$ cat src/rtl/cache_port_arb_if.sv
// Purpose : request/response channel bundle shared by the cache_port_arb
//           requester ports (m0, m1) and its downstream p0 port.
// Signals : uvld/urdy request handshake, addr/web/wdat/wmask request
//           payload, dvld/drdy response handshake, ddat response data.
// Modports: master = side that issues requests, slave = side that serves them.
interface cache_port_arb_if #(
  parameter int unsigned ADDR_WIDTH = 30
);
  logic                  uvld;
  logic                  urdy;
  logic [ADDR_WIDTH-1:0] addr;
  logic                  web;
  logic [31:0]           wdat;
  logic [3:0]            wmask;
  logic                  dvld;
  logic                  drdy;
  logic [31:0]           ddat;

  modport master (
    output uvld, addr, web, wdat, wmask, drdy,
    input  urdy, dvld, ddat
  );

  modport slave (
    input  uvld, addr, web, wdat, wmask, drdy,
    output urdy, dvld, ddat
  );
endinterface

$ cat src/rtl/cache_port_arb.sv
// Purpose : round-robin arbiter sharing the cache_ctrl p0 port between
//           instruction fetch (m0) and data access (m1). The grant is locked
//           while a request is presented but not yet accepted; an in-order
//           ID FIFO steers each p0 response back to the requester that
//           issued it.
// Ports   : clk, reset (synchronous, active high)
//           m0, m1 : requester channels (slave side of cache_port_arb_if)
//           p0     : downstream cache_ctrl channel (master side)
//           Response data on m0.ddat / m1.ddat is p0.ddat for both.
module cache_port_arb #(
  parameter int unsigned ADDR_WIDTH      = 30,
  parameter int unsigned MAX_OUTSTANDING = 4,
  parameter bit          WRITE_RESP      = 1'b1
) (
  input  logic              clk,
  input  logic              reset,
  cache_port_arb_if.slave   m0,
  cache_port_arb_if.slave   m1,
  cache_port_arb_if.master  p0
);

  localparam int unsigned PTR_W = (MAX_OUTSTANDING > 1) ? $clog2(MAX_OUTSTANDING) : 1;
  localparam int unsigned CNT_W = PTR_W + 1;

  logic                       rr_ptr_q, rr_ptr_d;
  logic                       lock_q, lock_d;
  logic                       locked_id_q, locked_id_d;
  logic [MAX_OUTSTANDING-1:0] id_q, id_d;
  logic [PTR_W-1:0]           head_q, head_d;
  logic [PTR_W-1:0]           tail_q, tail_d;
  logic [CNT_W-1:0]           count_q, count_d;

  logic                  grant_c;
  logic                  gnt_uvld_c;
  logic                  gnt_web_c;
  logic [ADDR_WIDTH-1:0] gnt_addr_c;
  logic                  fifo_full_c;
  logic                  fifo_empty_c;
  logic                  head_id_c;
  logic                  head_drdy_c;
  logic                  p0_uvld_c;
  logic                  p0_drdy_c;
  logic                  accept_c;
  logic                  push_c;
  logic                  pop_c;

  // Grant: locked requester first, then the sole requester, else round-robin.
  always_comb begin
    grant_c = rr_ptr_q;
    if (lock_q) begin
      grant_c = locked_id_q;
    end else if (m0.uvld && !m1.uvld) begin
      grant_c = 1'b0;
    end else if (m1.uvld && !m0.uvld) begin
      grant_c = 1'b1;
    end
  end

  // FIFO status and handshake qualifiers.
  always_comb begin
    fifo_full_c  = (count_q == CNT_W'(MAX_OUTSTANDING));
    fifo_empty_c = (count_q == '0);
    gnt_uvld_c   = grant_c ? m1.uvld : m0.uvld;
    gnt_web_c    = grant_c ? m1.web  : m0.web;
    gnt_addr_c   = grant_c ? m1.addr : m0.addr;
    // A full FIFO blocks accepts even when a pop lands in the same cycle.
    p0_uvld_c    = gnt_uvld_c && !fifo_full_c;
    accept_c     = p0_uvld_c && p0.urdy;
    // Writes are untracked when the downstream sends no write response.
    push_c       = accept_c && (WRITE_RESP || gnt_web_c);
    head_id_c    = id_q[head_q];
    head_drdy_c  = head_id_c ? m1.drdy : m0.drdy;
    // An empty FIFO never acknowledges a stray response.
    p0_drdy_c    = head_drdy_c && !fifo_empty_c;
    pop_c        = p0.dvld && p0_drdy_c;
  end

  // Request mux and response routing (zero-cycle pass-through).
  always_comb begin
    p0.uvld  = p0_uvld_c;
    p0.addr  = gnt_addr_c;
    p0.web   = gnt_web_c;
    p0.wdat  = grant_c ? m1.wdat  : m0.wdat;
    p0.wmask = grant_c ? m1.wmask : m0.wmask;
    p0.drdy  = p0_drdy_c;
    m0.urdy  = !grant_c && m0.uvld && p0.urdy && !fifo_full_c;
    m1.urdy  =  grant_c && m1.uvld && p0.urdy && !fifo_full_c;
    m0.dvld  = p0.dvld && !fifo_empty_c && !head_id_c;
    m1.dvld  = p0.dvld && !fifo_empty_c &&  head_id_c;
    m0.ddat  = p0.ddat;
    m1.ddat  = p0.ddat;
  end

  // Next state: round-robin pointer, grant lock and ID FIFO.
  always_comb begin
    rr_ptr_d    = rr_ptr_q;
    lock_d      = lock_q;
    locked_id_d = locked_id_q;
    id_d        = id_q;
    head_d      = head_q;
    tail_d      = tail_q;
    count_d     = count_q;

    if (accept_c) begin
      rr_ptr_d = ~grant_c;
      lock_d   = 1'b0;
    end else if (p0_uvld_c) begin
      lock_d      = 1'b1;
      locked_id_d = grant_c;
    end

    if (push_c) begin
      id_d[tail_q] = grant_c;
      tail_d       = tail_q + PTR_W'(1);
    end
    if (pop_c) begin
      head_d = head_q + PTR_W'(1);
    end
    count_d = count_q + CNT_W'(push_c) - CNT_W'(pop_c);
  end

  always_ff @(posedge clk) begin
    if (reset) begin
      rr_ptr_q    <= 1'b0;
      lock_q      <= 1'b0;
      locked_id_q <= 1'b0;
      id_q        <= '0;
      head_q      <= '0;
      tail_q      <= '0;
      count_q     <= '0;
    end else begin
      rr_ptr_q    <= rr_ptr_d;
      lock_q      <= lock_d;
      locked_id_q <= locked_id_d;
      id_q        <= id_d;
      head_q      <= head_d;
      tail_q      <= tail_d;
      count_q     <= count_d;
    end
  end

  // A response with nothing outstanding is a downstream protocol error.
  a_no_orphan_resp: assert property (@(posedge clk) disable iff (reset)
    !(p0.dvld && fifo_empty_c));

endmodule

$ cat src/flat_wrapper.sv
// flat-port wrapper written by rule: the top's interface ports become plain ports
module cache_port_arb_flat 
#(
  parameter int unsigned ADDR_WIDTH      = 30,
  parameter int unsigned MAX_OUTSTANDING = 4,
  parameter bit          WRITE_RESP      = 1'b1
)
  (clk, reset, m0_uvld, m0_addr, m0_web, m0_wdat, m0_wmask, m0_drdy, m0_urdy, m0_dvld, m0_ddat, m1_uvld, m1_addr, m1_web, m1_wdat, m1_wmask, m1_drdy, m1_urdy, m1_dvld, m1_ddat, p0_uvld, p0_addr, p0_web, p0_wdat, p0_wmask, p0_drdy, p0_urdy, p0_dvld, p0_ddat);
  cache_port_arb_if #(.ADDR_WIDTH(ADDR_WIDTH)) m0_i ();
  cache_port_arb_if #(.ADDR_WIDTH(ADDR_WIDTH)) m1_i ();
  cache_port_arb_if #(.ADDR_WIDTH(ADDR_WIDTH)) p0_i ();
  input  logic clk;
  input  logic reset;
  input wire logic [$bits(m0_i.uvld)-1:0] m0_uvld;
  input wire logic [$bits(m0_i.addr)-1:0] m0_addr;
  input wire logic [$bits(m0_i.web)-1:0] m0_web;
  input wire logic [$bits(m0_i.wdat)-1:0] m0_wdat;
  input wire logic [$bits(m0_i.wmask)-1:0] m0_wmask;
  input wire logic [$bits(m0_i.drdy)-1:0] m0_drdy;
  output wire logic [$bits(m0_i.urdy)-1:0] m0_urdy;
  output wire logic [$bits(m0_i.dvld)-1:0] m0_dvld;
  output wire logic [$bits(m0_i.ddat)-1:0] m0_ddat;
  input wire logic [$bits(m1_i.uvld)-1:0] m1_uvld;
  input wire logic [$bits(m1_i.addr)-1:0] m1_addr;
  input wire logic [$bits(m1_i.web)-1:0] m1_web;
  input wire logic [$bits(m1_i.wdat)-1:0] m1_wdat;
  input wire logic [$bits(m1_i.wmask)-1:0] m1_wmask;
  input wire logic [$bits(m1_i.drdy)-1:0] m1_drdy;
  output wire logic [$bits(m1_i.urdy)-1:0] m1_urdy;
  output wire logic [$bits(m1_i.dvld)-1:0] m1_dvld;
  output wire logic [$bits(m1_i.ddat)-1:0] m1_ddat;
  output wire logic [$bits(p0_i.uvld)-1:0] p0_uvld;
  output wire logic [$bits(p0_i.addr)-1:0] p0_addr;
  output wire logic [$bits(p0_i.web)-1:0] p0_web;
  output wire logic [$bits(p0_i.wdat)-1:0] p0_wdat;
  output wire logic [$bits(p0_i.wmask)-1:0] p0_wmask;
  output wire logic [$bits(p0_i.drdy)-1:0] p0_drdy;
  input wire logic [$bits(p0_i.urdy)-1:0] p0_urdy;
  input wire logic [$bits(p0_i.dvld)-1:0] p0_dvld;
  input wire logic [$bits(p0_i.ddat)-1:0] p0_ddat;
  assign m0_i.uvld = m0_uvld;
  assign m0_i.addr = m0_addr;
  assign m0_i.web = m0_web;
  assign m0_i.wdat = m0_wdat;
  assign m0_i.wmask = m0_wmask;
  assign m0_i.drdy = m0_drdy;
  assign m0_urdy = m0_i.urdy;
  assign m0_dvld = m0_i.dvld;
  assign m0_ddat = m0_i.ddat;
  assign m1_i.uvld = m1_uvld;
  assign m1_i.addr = m1_addr;
  assign m1_i.web = m1_web;
  assign m1_i.wdat = m1_wdat;
  assign m1_i.wmask = m1_wmask;
  assign m1_i.drdy = m1_drdy;
  assign m1_urdy = m1_i.urdy;
  assign m1_dvld = m1_i.dvld;
  assign m1_ddat = m1_i.ddat;
  assign p0_uvld = p0_i.uvld;
  assign p0_addr = p0_i.addr;
  assign p0_web = p0_i.web;
  assign p0_wdat = p0_i.wdat;
  assign p0_wmask = p0_i.wmask;
  assign p0_drdy = p0_i.drdy;
  assign p0_i.urdy = p0_urdy;
  assign p0_i.dvld = p0_dvld;
  assign p0_i.ddat = p0_ddat;
  cache_port_arb #(.ADDR_WIDTH(ADDR_WIDTH), .MAX_OUTSTANDING(MAX_OUTSTANDING), .WRITE_RESP(WRITE_RESP)) u_core (.clk(clk), .reset(reset), .m0(m0_i), .m1(m1_i), .p0(p0_i));
endmodule
$ cat config.mk
export PLATFORM = sky130hd
export DESIGN_NAME = cache_port_arb_flat
export DESIGN_NICKNAME = d
export VERILOG_FILES = /design/src/rtl/cache_port_arb_if.sv /design/src/rtl/cache_port_arb.sv /design/src/flat_wrapper.sv
export SDC_FILE = /design/constraint.sdc
export NUM_CORES = 1
export LEC_CHECK = 0
export BUFFER_PORTS_ARGS = -buffer_cell sky130_fd_sc_hd__buf_2
export CAP_MARGIN = 10
export CORE_AREA = 2 2 122 124
export CTS_BUF_LIST = sky130_fd_sc_hd__clkbuf_2 sky130_fd_sc_hd__clkbuf_4 sky130_fd_sc_hd__clkbuf_8
export DETAILED_ROUTE_END_ITERATION = 6
export DIE_AREA = 0 0 124 126
export MAX_ROUTING_LAYER = met4
export PLACE_DENSITY = 0.57
export RECOVER_POWER = 25
export SLEW_MARGIN = 20
export SYNTH_ARGS = -nofsm -noshare
export SYNTH_HDL_FRONTEND = slang
export SYNTH_SLANG_ARGS = --single-unit
$ cat constraint.sdc
create_clock -name clk -period 3.2 [get_ports clk]
set_input_delay 0.32 -clock clk [delete_from_list [all_inputs] [get_ports clk]]
set_output_delay 0.32 -clock clk [all_outputs]
set_load 0.005 [all_outputs]
After elaboration in Yosys (flattened, before gate mapping)
Cells that the tools add are included.
{"block": "totals", "reg_bits": 14, "input_bits": 174, "out_inout_bits": 137, "wordCells": 56}
{"block": "op_classes", "add_sub_neg": 4, "n_lt_le_gt_ge": 3, "eq_ne": 1, "muxes": 14, "n_bitwise": 2, "reduce_logical": 25}
{"cell": "32-bit 2-to-1 mux", "count": 1}
{"cell": "30-bit 2-to-1 mux", "count": 1}
{"cell": "1-bit logical AND", "count": 16}
{"cell": "1-bit 2-to-1 mux", "count": 8}
{"cell": "1-bit logical NOT", "count": 6}
{"cell": "2-bit by 3-bit less-than comparator with 1-bit output, second input constant", "count": 2}
{"cell": "2-bit by 1-bit adder with 2-bit output, second input constant", "count": 2}
{"cell": "4-bit bitwise mux", "count": 1}
{"cell": "4-bit 2-to-1 mux", "count": 1}
{"cell": "3-bit by 1-bit adder with 3-bit output", "count": 1}
{"cell": "3-bit equality test, second input constant", "count": 1}
{"cell": "3-bit logical NOT", "count": 1}
{"cell": "3-bit by 1-bit subtractor with 3-bit output", "count": 1}
{"cell": "1-bit binary-select mux with 2-bit select", "count": 1}
{"cell": "1-bit demux with 2-bit select", "count": 1}
{"cell": "2-bit by 1-bit >= comparator with 1-bit output, second input constant", "count": 1}
{"cell": "1-bit NOT", "count": 2}
{"cell": "2-bit AND reduction", "count": 1}
{"cell": "2-bit OR reduction", "count": 1}

Longest topological paths before layout
{"block": "depth", "word_depth": 10, "mapped_depth": 9, "ltp_nobuf": 9}

Worst setup path after synthesis
No wires, ideal clock.
{"block": "synth_path", "path_type": "flip-flop to flip-flop", "startpoint": "reg u_core.head_q[0]", "endpoint": "reg u_core.count_q[2]", "setup_time_ps": 128, "t_arrival_ps": 2361, "required_ps": 3072, "slack_ps": 711, "path_stages_with_launch": 10, "path_buffers": 0, "period_less_slack_ps": 2489, "path_cell_list": "dfxtp_1 > mux4_2 > mux2i_2 > ha_1 > inv_1 > ha_1 > fa_1 > xnor2_1 > xnor2_1 > nor2_1"}
{"block": "synth_via", "elab_chain_cells": 6}
{"item": "from (decl)", "line_no": "cache_port_arb.sv:29", "source": "logic [PTR_W-1:0] head_q, head_d;"}
{"item": "from (signal assigned)", "line_no": "cache_port_arb.sv:128", "source": "head_q <= '0;"}
{"item": "from (signal assigned)", "line_no": "cache_port_arb.sv:136", "source": "head_q <= head_d;"}
{"item": "1-bit binary-select mux with 2-bit select", "line_no": "cache_port_arb.sv:71", "source": "head_id_c = id_q[head_q];"}
{"item": "1-bit 2-to-1 mux (implied by the code)", "line_no": "cache_port_arb.sv:71"}
{"item": "1-bit 2-to-1 mux", "line_no": "cache_port_arb.sv:72", "source": "head_drdy_c = head_id_c ? m1.drdy : m0.drdy;"}
{"item": "1-bit logical AND", "line_no": "cache_port_arb.sv:74", "source": "p0_drdy_c = head_drdy_c && !fifo_empty_c;"}
{"item": "1-bit logical AND", "line_no": "cache_port_arb.sv:75", "source": "pop_c = p0.dvld && p0_drdy_c;"}
{"item": "via u_core.pop_c", "line_no": "cache_port_arb.sv:45", "source": "logic pop_c;"}
{"item": "3-bit by 1-bit subtractor with 3-bit output", "line_no": "cache_port_arb.sv:119", "source": "count_d = count_q + CNT_W'(push_c) - CNT_W'(pop_c);"}
{"item": "to (signal assigned)", "line_no": "cache_port_arb.sv:138", "source": "count_q <= count_d;"}
{"item": "to (decl)", "line_no": "cache_port_arb.sv:31", "source": "logic [CNT_W-1:0] count_q, count_d;"}
The timed path passes the listed nets, and every way through them passes these cells. The select of a mux whose other input is x is not followed.
A chain may end at the register's enable or synchronous reset.

Worst setup path after layout
Same ends and word-level chain as after synthesis.

==> metrics.yaml <==
die_area_mm2: 0.0156
ir_drop_mv: 0.166
tightestPinTransition_ps: 609
r2r_start: "u_core.head_q[0]"
yosys.area_share.simple_pct: 6.27
crit_fanout: 4
holdPathEnd: "u_core.count_q[2]"
p_sw_uw: 473
yosysWarnings: 0
grt_usage_pct: 7.67
post-place-ws_ps: 623
critPathArrivalTime_ps: 2720
routed_wl_um: 6760
die_h_um: 126
vias: 2117
clock-sinks: 14
timing.rr.end: "u_core.count_q[2]"
nets: 559
ys_async_sr_fraction_pct: 0
ant_nets: 0
ctsResizeCount: 0
worst_slack_ps: 612
p_seq_share_pct: 21.1
via_per_inst: 3.77
wl_per_cell_um: 12.0
fillCellCount: 1618
holdWs_ps: 416
synth_area_leaders: "mux2_2 35%, buf_4 24%, dfxtp_1 13%"
synth_cell_type_count: 33
area_delta_synth_final_pct: 39.0
route.detailed.drc: 0
rsz0062_at_grt: "false"
p_leak_uw: 0.00145
grt-ovfl-total: 0
yosys.area.top_type: "mux2_2"
num_io_pins: 311
slew_headroom_pct: 59.3
grt_max_degree: 38
synth_nets: 411
drive_gt1_share_pct: 78.5
swShare_pct: 37.3
ys_ff_latch: 14
start_util_pct: 14.9
fin_crit_sh_pct: 80.9
clockPowerShare_pct: 13.4
std_cell_rows: 44
dr.pass1.iters: 4
max_stage_delay_ps: 590
hp-start: "reset"
setup_violations: 0
r2r_slack_ps: 610
reg2reg_depth: 9
gp_congestion: 0.786
finalSetupTns_ps: 0
synthAdderAreaFrac_pct: 4.45
syn-instance-count: 230
maxSlewViolCount: 0
cts_setup_buffers: 0
avgSynthCellArea_um2: 9.28
cp_slowest_cell: "mux4_2"
path_cells: "mux4_2, mux2i_2, ha_1, inv_1, ha_1, fa_1, xnor2_1, xnor2_1, nor2_1"
io_buffers: 214
hold_depth: 2
hpwlAfterDp_um: 5880
synth.yosys.seq_area_share_pct: 13.1
p_int_uw: 796
endpoint_kind: "flop"
synth_area_mm2: 0.00213
antennaDiodeCount: 0
yosys.area_share.xor_xnor_pct: 1.64
clk_path_buf_depth: 2
hold_viol_final: 0
synth.cells.most_frequent: "68 x buf_4, 67 x mux2_2, 14 x dfxtp_1"
p_per_area_mw_per_mm2: 428
cap_violations: 0
clock-root-buffer: "clkbuf_8"
antenna_found_initial: 0
fp.dieW_um: 124
drt-initial-drc-count: 65
final_util_pct: 20.7
htreeDepth: 1
clk_latency_ps: 240
comb_power_share_pct: 65.5
min_period_ps: 2590
synth_top_family_by_area: "multiplexers"
dp.cells: 557
cts_tree: "yes"
crit_family: "adder cells"
crit_buf_inv: 1
status: "finished clean"
cts_hold_buf: 0
crit_type: "flop to flop"
grt_pass1_vias: 1955
required_ps: 3330
hp-class: "primary input to flop"
cp-start-kind: "flop"
synth_mux_area_share_pct: 38.5
clock.fmax_mhz: 386
synth_compound_area_share_pct: 9.09
yosysMostFrequentCell: "buf_4"
fin_worst_skew_ps: 2.79
netlist.area_leader.share_pct: 35.3
numCtsBuffers: 3
finalNonFillerCells: 561
grt_pass1_wl_um: 9200
synth-edff-count: 0
synthFlopType: "dfxtp_1"
cts.clk_slew.worst_paths_ps: 60
core_mm2: 0.0143
logic make-up after synthesis:
family | after synthesis
buffers and inverters | 82
multiplexers | 72
AND/OR/NAND/NOR | 27
AO/OA/AOI/OAI | 24
flip-flops | 14
adder cells (fa/ha/maj) | 7
XOR/XNOR | 4
stage by stage:
step	power, uW	cell area, um^2
final	1270	2970
after global routing	1380	2970
after CTS	1290	2970
after detailed placement	1110	2910
after global placement	1110	2910
after floorplan	861	2130
placed cells by master, fill, tap and decap left out, types with 4 or more instances in the layout:
cell      synthesis  routed
a311oi_1          4       4
ha_1              6       6
nor3_1            5       5
clkbuf_8          0       4
a21oi_1           8       8
inv_1             8       8
xnor2_1           4       4
mux2_2           67      67
nor2_1           10      10
dfxtp_1          14      14
buf_2             4     214
nor2b_1           4       4
flip-flops by register name, indices dropped and copies added (netlist names):
signal,count
u_core.id_q,4
u_core.count_q,3
u_core.head_q,2
u_core.tail_q,2
u_core.lock_q,1
u_core.locked_id_q,1
u_core.rr_ptr_q,1
how the worst max path moves through the flow:
stage / slack (ps) / cells past startpoint / endpoint / startpoint
6_report: 610 / 9 / u_core.count_q[2] / u_core.head_q[0]
5_1_grt: 440 / 9 / u_core.count_q[2] / u_core.head_q[0]
3_5_place_dp: 620 / 9 / u_core.count_q[2] / u_core.head_q[0]
4_1_cts: 600 / 9 / u_core.count_q[2] / u_core.head_q[0]
3_3_place_gp: 630 / 9 / u_core.count_q[2] / u_core.head_q[0]
2_1_floorplan: 710 / 9 / u_core.count_q[2] / u_core.head_q[0]
worst register-to-register path, delay by kind of cell, from the launching register on:
family	cells	cell delay (ps)
adder cells (fa/ha/maj)	3	870
multiplexers	2	810
flip-flops	1	400
XOR/XNOR	2	310
AND/OR/NAND/NOR	1	50
buffers and inverters	1	40
layout make-up:
class / count / area, um^2 / area share (%)
Sequential cell: 14 / 280 / 9.44
Multi-Input combinational cell: 134 / 1280 / 43.1
Tap cell: 184 / 230 / 7.76
Timing Repair Buffer: 217 / 1090 / 36.8
Inverter: 8 / 30.0 / 1.01
Clock buffer: 4 / 55.1 / 1.85
per-layer routing:
layer	track usage [%]	vias up	share of wire [%]
met3	2.13	14	12
met2	13.2	155	48
met5	-	-	0
met4	1.78	0	0.96
li1	-	1036	-
met1	8.81	912	39
power by group through the flow:
stage | sequential (uW) | clock, uW | combinational [uW]
after floorplan | 251 | 0 | 609
after global placement | 271 | 0 | 839
after detailed placement | 272 | 0 | 838
after CTS | 269 | 176 | 844
after global routing | 278 | 185 | 921
final | 268 | 170 | 832
No activity file was read; power rests on OpenSTA's default activity.
